==> config.mk <==
export PLATFORM = sky130hd
export DESIGN_NAME = crop_capture_ctrl_flat
export DESIGN_NICKNAME = d
export VERILOG_FILES = /design/src/rtl/crop_capture_ctrl_if.sv /design/src/rtl/crop_capture_ctrl.sv /design/src/flat_wrapper.sv
export SDC_FILE = /design/constraint.sdc
export NUM_CORES = 1
export LEC_CHECK = 0
export ABC_AREA = 1
export CORE_UTILIZATION = 50
export DETAILED_ROUTE_END_ITERATION = 8
export PLACE_DENSITY_LB_ADDON = 0.12
export SKIP_CTS_REPAIR_TIMING = 1
export SYNTH_ARGS = -nofsm -noshare
export SYNTH_HDL_FRONTEND = slang
export SYNTH_SLANG_ARGS = --single-unit
==> constraint.sdc <==
create_clock -name iCLK -period 1.8 [get_ports iCLK]
set_clock_uncertainty 0.1 [all_clocks]
set_input_delay 0.36 -clock iCLK [delete_from_list [all_inputs] [get_ports iCLK]]
set_output_delay 0.36 -clock iCLK [all_outputs]
set_load 0.02 [all_outputs]
==> src/rtl/crop_capture_ctrl_if.sv <==
// Camera-capture bus between the crop/downsample path, the capture controller and the image buffer.
// The slave modport is the controller side; oState exposes the controller FSM for observation.
interface crop_capture_ctrl_if #(
   parameter int AW = 10
);
   logic          iStart;
   logic          iSOF;
   logic          iPxlVal;
   logic [7:0]    iPxl;
   logic          iAck;
   logic          oBufRst;
   logic          oWrEn;
   logic [AW-1:0] oWrAddr;
   logic [7:0]    oWrData;
   logic          oBusy;
   logic          oDone;
   logic          oErr;
   logic [1:0]    oState;

   // Handshake: iPxl is valid only while iPxlVal is high; every iPxlVal cycle in CAPTURE
   // yields exactly one oWrEn cycle one clock later. There is no backpressure (no ready).
   modport slave (
      input  iStart, iSOF, iPxlVal, iPxl, iAck,
      output oBufRst, oWrEn, oWrAddr, oWrData, oBusy, oDone, oErr, oState
   );

   modport master (
      output iStart, iSOF, iPxlVal, iPxl, iAck,
      input  oBufRst, oWrEn, oWrAddr, oWrData, oBusy, oDone, oErr, oState
   );
endinterface

==> src/rtl/crop_capture_ctrl.sv <==
// Captures one NPIX-pixel image from the crop stage into an image buffer, frame-aligned on iSOF.
// Optional idle timeout in ARM/CAPTURE is enabled by defining CAP_TIMEOUT_EN.
module crop_capture_ctrl #(
   parameter int NPIX    = 784,
   parameter int AW      = 10,
   parameter int TIMEOUT = 1000000
) (
   input logic              iCLK,
   input logic              iRST,
   crop_capture_ctrl_if.slave bus
);
   localparam logic [1:0] IDLE    = 2'd0;
   localparam logic [1:0] ARM     = 2'd1;
   localparam logic [1:0] CAPTURE = 2'd2;
   localparam logic [1:0] DONE    = 2'd3;

   localparam logic [AW-1:0] LAST_ADDR = AW'(NPIX - 1);

   if ((2 ** AW) < NPIX || TIMEOUT < 2) begin : g_bad_params
      $error("crop_capture_ctrl: AW too narrow for NPIX or TIMEOUT below 2");
   end

   logic [1:0]    state_q, state_d;
   logic [AW-1:0] count_q, count_d;
   logic          buf_rst_q, buf_rst_d;
   logic          wr_en_q, wr_en_d;
   logic [AW-1:0] wr_addr_q, wr_addr_d;
   logic [7:0]    wr_data_q, wr_data_d;
   logic          err_q, err_d;
   logic [AW-1:0] pix_addr;

   // A pixel arriving with a new SOF is the first pixel of the restarted frame.
   assign pix_addr = bus.iSOF ? '0 : count_q;

`ifdef CAP_TIMEOUT_EN
   localparam int TW = (TIMEOUT > 2) ? $clog2(TIMEOUT) : 1;
   localparam logic [TW-1:0] TMO_LAST = TW'(TIMEOUT - 1);
   logic [TW-1:0] tmo_q, tmo_d;
`endif

   always_comb begin
      state_d   = state_q;
      count_d   = count_q;
      buf_rst_d = 1'b0;
      wr_en_d   = 1'b0;
      wr_addr_d = wr_addr_q;
      wr_data_d = wr_data_q;
      err_d     = err_q;
      case (state_q)
         IDLE: if (bus.iStart) begin
            state_d   = ARM;
            buf_rst_d = 1'b1;
            err_d     = 1'b0;
         end
         ARM: if (bus.iSOF) begin
            state_d = CAPTURE;
            count_d = '0;
         end
         CAPTURE: begin
            if (bus.iSOF) begin
               err_d   = 1'b1;
               count_d = '0;
            end
            if (bus.iPxlVal) begin
               wr_en_d   = 1'b1;
               wr_addr_d = pix_addr;
               wr_data_d = bus.iPxl;
               // The final write never increments, so the count cannot pass NPIX-1.
               if (pix_addr == LAST_ADDR) begin
                  state_d = DONE;
                  count_d = '0;
               end else begin
                  count_d = pix_addr + 1'b1;
               end
            end
         end
         default: if (bus.iAck) begin
            if (bus.iStart) begin
               state_d   = ARM;
               buf_rst_d = 1'b1;
               err_d     = 1'b0;
            end else begin
               state_d = IDLE;
            end
         end
      endcase

`ifdef CAP_TIMEOUT_EN
      tmo_d = tmo_q;
      if ((state_q == ARM || state_q == CAPTURE) && !(state_q == CAPTURE && bus.iPxlVal) &&
          tmo_q == TMO_LAST) begin
         state_d = IDLE;
         err_d   = 1'b1;
         count_d = '0;
         tmo_d   = '0;
      end else if ((state_d == ARM && state_q != ARM) || (state_q == CAPTURE && bus.iPxlVal)) begin
         tmo_d = '0;
      end else if (state_q == ARM || state_q == CAPTURE) begin
         tmo_d = tmo_q + 1'b1;
      end
`endif
   end

   always_ff @(posedge iCLK or posedge iRST) begin
      if (iRST) begin
         state_q   <= IDLE;
         count_q   <= '0;
         buf_rst_q <= 1'b0;
         wr_en_q   <= 1'b0;
         wr_addr_q <= '0;
         wr_data_q <= '0;
         err_q     <= 1'b0;
      end else begin
         state_q   <= state_d;
         count_q   <= count_d;
         buf_rst_q <= buf_rst_d;
         wr_en_q   <= wr_en_d;
         wr_addr_q <= wr_addr_d;
         wr_data_q <= wr_data_d;
         err_q     <= err_d;
      end
   end

`ifdef CAP_TIMEOUT_EN
   always_ff @(posedge iCLK or posedge iRST) begin
      if (iRST) tmo_q <= '0;
      else      tmo_q <= tmo_d;
   end
`endif

   assign bus.oBufRst = buf_rst_q;
   assign bus.oWrEn   = wr_en_q;
   assign bus.oWrAddr = wr_addr_q;
   assign bus.oWrData = wr_data_q;
   assign bus.oBusy   = (state_q == ARM) || (state_q == CAPTURE);
   assign bus.oDone   = (state_q == DONE);
   assign bus.oErr    = err_q;
   assign bus.oState  = state_q;
endmodule

==> src/flat_wrapper.sv <==
// flat-port wrapper written by rule: the top's interface ports become plain ports
module crop_capture_ctrl_flat 
#(
   parameter int NPIX    = 784,
   parameter int AW      = 10,
   parameter int TIMEOUT = 1000000
)
  (iCLK, iRST, bus_iStart, bus_iSOF, bus_iPxlVal, bus_iPxl, bus_iAck, bus_oBufRst, bus_oWrEn, bus_oWrAddr, bus_oWrData, bus_oBusy, bus_oDone, bus_oErr, bus_oState);
  crop_capture_ctrl_if #(.AW(AW)) bus_i ();
  input logic iCLK;
  input logic iRST;
  input wire logic [$bits(bus_i.iStart)-1:0] bus_iStart;
  input wire logic [$bits(bus_i.iSOF)-1:0] bus_iSOF;
  input wire logic [$bits(bus_i.iPxlVal)-1:0] bus_iPxlVal;
  input wire logic [$bits(bus_i.iPxl)-1:0] bus_iPxl;
  input wire logic [$bits(bus_i.iAck)-1:0] bus_iAck;
  output wire logic [$bits(bus_i.oBufRst)-1:0] bus_oBufRst;
  output wire logic [$bits(bus_i.oWrEn)-1:0] bus_oWrEn;
  output wire logic [$bits(bus_i.oWrAddr)-1:0] bus_oWrAddr;
  output wire logic [$bits(bus_i.oWrData)-1:0] bus_oWrData;
  output wire logic [$bits(bus_i.oBusy)-1:0] bus_oBusy;
  output wire logic [$bits(bus_i.oDone)-1:0] bus_oDone;
  output wire logic [$bits(bus_i.oErr)-1:0] bus_oErr;
  output wire logic [$bits(bus_i.oState)-1:0] bus_oState;
  assign bus_i.iStart = bus_iStart;
  assign bus_i.iSOF = bus_iSOF;
  assign bus_i.iPxlVal = bus_iPxlVal;
  assign bus_i.iPxl = bus_iPxl;
  assign bus_i.iAck = bus_iAck;
  assign bus_oBufRst = bus_i.oBufRst;
  assign bus_oWrEn = bus_i.oWrEn;
  assign bus_oWrAddr = bus_i.oWrAddr;
  assign bus_oWrData = bus_i.oWrData;
  assign bus_oBusy = bus_i.oBusy;
  assign bus_oDone = bus_i.oDone;
  assign bus_oErr = bus_i.oErr;
  assign bus_oState = bus_i.oState;
  crop_capture_ctrl #(.NPIX(NPIX), .AW(AW), .TIMEOUT(TIMEOUT)) u_core (.iCLK(iCLK), .iRST(iRST), .bus(bus_i));
endmodule
==> impl_metrics.env <==
export IMPL_status="complete, no violations"
export IMPL_core_rowCount=21
export IMPL_rsz0062_at_grt="false"
export IMPL_hp_class="input pin to asynchronous set/reset pin"
export IMPL_p_per_area_mw_per_mm2=1310
export IMPL_numPortBuffers=38
export IMPL_cts_tree="done"
export IMPL_grt_max_degree=34
export IMPL_grt_first_pass_wirelength_um=6030
export IMPL_synthCells=218
export IMPL_ios=39
export IMPL_clock_root_buffer="clkbuf_4"
export IMPL_p_leak_nw=1.39
export IMPL_ir_drop_uv=1240
export IMPL_min_period_over_period=0.974
export IMPL_firstDrtPassIters=4
export IMPL_vias_per_cell=4.79
export IMPL_rrSetupSlack_ns=0.16
export IMPL_drc=0
export IMPL_postSynthAreaPerCell_um2=8.03
export IMPL_cts_buffers=5
export IMPL_clock_latency_ns=0.33
export IMPL_stdcell_area_mm2=0.00240
export IMPL_syn_num_nets=237
export IMPL_start_util=0.525
export IMPL_antenna_found_initial=0
export IMPL_hold_viol_final=0
export IMPL_globalplace_congestion=0.806
export IMPL_crit_slowest_cell="dfrtp_2"
export IMPL_worstMarginPinSlew_ns=0.399
export IMPL_die_w_um=61.2
export IMPL_antenna_left=0
export IMPL_synth_top_cell_area_share=0.472
export IMPL_max_slew_margin=0.734
export IMPL_r2r_start="u_core.bus.oState[0]"
export IMPL_routedWlPerCell_um=11.5
export IMPL_grt_use_met1=0.297
export IMPL_drtIter0Drc=54
export IMPL_synth_top_flop_cell="dfrtp_1"
export IMPL_dieArea_mm2=0.00374
export IMPL_finalSetupTns_ns=0
export IMPL_busiest_layer="met2"
export IMPL_cp_max_fo=3
export IMPL_syn_area_mm2=0.00175
export IMPL_required_ns=1.34
export IMPL_crit_type="flip-flop to output port"
export IMPL_diodes=0
export IMPL_use_met2=0.363
export IMPL_final_fill_count=285
export IMPL_clockBufferDepth=2
export IMPL_critPathLaunchType="flip-flop"
export IMPL_wl_um=3740
export IMPL_syn2layout_area_growth_pct=37.4
export IMPL_synth_largest_area_cell="dfrtp_1"
export IMPL_synth_distinct_cells=24
export IMPL_yosys_top_cells_area="dfrtp_1 (47%), nand2_1 (17%), inv_1 (4.3%)"
export IMPL_drv_slew=0
export IMPL_vias=1562
export IMPL_synth_edf_count=0
export IMPL_max_freq_ghz=0.570
export IMPL_path_clk_slew_ns=0.11
export IMPL_path_cells="inv_1 -> ha_1 -> dlymetal6s2s_1"
export IMPL_r2r_end="u_core.count_q[9]"
export IMPL_placed_area_mm2=0.00233
export IMPL_reg2reg_depth=9
export IMPL_met3_usage=0.0504
export IMPL_clock_sinks=33
export IMPL_endpoint_kind="output port"
export IMPL_yosys_warnings=0
export IMPL_seq_area_frac_synth=0.472
export IMPL_gr_total_overflow=0
export IMPL_period_needed_ns=1.75
export IMPL_dp_hpwl_um=2810
export IMPL_async_reset_ff_frac=1.00
export IMPL_setup_viol=0
export IMPL_synth_common_cells="nand2_1 (78), dfrtp_1 (33), inv_1 (20), nand3_1 (14), o21ai_0 (13)"
export IMPL_arrival_ns=1.29
export IMPL_max_stage_delay_ns=0.43
export IMPL_fin_nets=298
export IMPL_track_usage=0.223
export IMPL_yosys_cell_count_top_type="nand2_1"
export IMPL_htree_levels=2
export IMPL_drive_gt1_frac=0.189
export IMPL_grt_pass1_vias=1412
export IMPL_die_height_um=61.2
export IMPL_maxCapViolations=0
export IMPL_synth_seq_cells=33
export IMPL_coreArea_mm2=0.00334
-- layout by cell type (no fill, tap or decap), types with 2 or more instances in the layout --
cell / count
nand3_2: 2
inv_4: 2
nand2_4: 5
dlymetal6s2s_1: 13
nor2_4: 4
o21ai_1: 4
inv_2: 3
o21ai_0: 13
a21oi_1: 3
nand3_1: 14
nand2_1: 78
clkbuf_4: 5
ha_1: 5
buf_4: 22
dfrtp_1: 32
nor2_1: 12
inv_1: 20
nand4_1: 2
xnor2_1: 2
clkdlybuf4s50_1: 24
nand2_2: 5
clkinv_2: 2
-- routing by layer --
layer  wire length, um  vias up
li1                  -      802
met1              1750      707
met2              1730       47
met3               207        6
met4                50        0
met5                 0        -
-- through the flow --
step / cells / setup slack, ns / power (W) / utilization / hold WS (ns)
floorplan: 218 / 0.00896 / 0.00208 / - / 0.349
global placement: 318 / -0.314 / 0.00280 / 0.697 / 0.361
detailed placement: 318 / -0.368 / 0.00282 / 0.697 / 0.365
CTS: 326 / -0.351 / 0.00321 / 0.712 / 0.319
global route: 326 / 0.00378 / 0.00339 / 0.721 / 0.365
finish: 326 / 0.0460 / 0.00314 / 0.721 / 0.311
-- how the worst max path moves through the flow --
stage	to	slack, ns	startpoint
floorplan	u_core.bus.oState[1]	0.009	u_core.bus.oState[1]
global placement	u_core.count_q[8]	-0.31	bus_iSOF
detailed placement	u_core.count_q[9]	-0.37	bus_iSOF
CTS	bus_oBusy	-0.35	u_core.bus.oState[0]
global route	bus_oBusy	0.004	u_core.bus.oState[0]
finish	bus_oBusy	0.05	u_core.bus.oState[0]
-- state kept, by name, indices dropped and copies added, names as in the netlist --
name                cells
u_core.bus.oBufRst      1
u_core.bus.oErr         1
u_core.bus.oState       2
u_core.bus.oWrAddr     10
u_core.bus.oWrData      8
u_core.bus.oWrEn        1
u_core.count_q         10
-- critical path: cells and delay by family, from the launching register on --
family	cells	cell delay (ns)
flops	1	0.43
buf+inv	2	0.29
fa+ha+maj	1	0.24
-- area by class of cell --
type,count,area [um^2],area share
Timing Repair Buffer,60,573,0.238
Tap cell,46,57.6,0.0239
Multi-Input combinational cell,154,797,0.331
Sequential cell,33,827,0.344
Clock buffer,6,41.3,0.0172
Clock inverter,2,10.0,0.00416
Inverter,25,98.8,0.0411
-- cells by family (layout without fill, tap and decap cells) --
kind of cell | Yosys count | in the layout | synth area share
buffers and inverters | 31 | 93 | 0.0729
AO/OA/AOI/OAI | 22 | 22 | 0.0650
XOR/XNOR | 3 | 3 | 0.0150
adder cells (fa/ha/maj) | 5 | 5 | 0.0357
AND/OR/NAND/NOR | 124 | 124 | 0.340
flip-flops | 33 | 33 | 0.472
-- report_power, final --
part,switching (W),total [W],internal [W]
sequential,0.000106,0.00107,0.000964
combinational,0.000963,0.00168,0.000720
clock,0.000239,0.000387,0.000149
(Power assumes the default switching activity.)
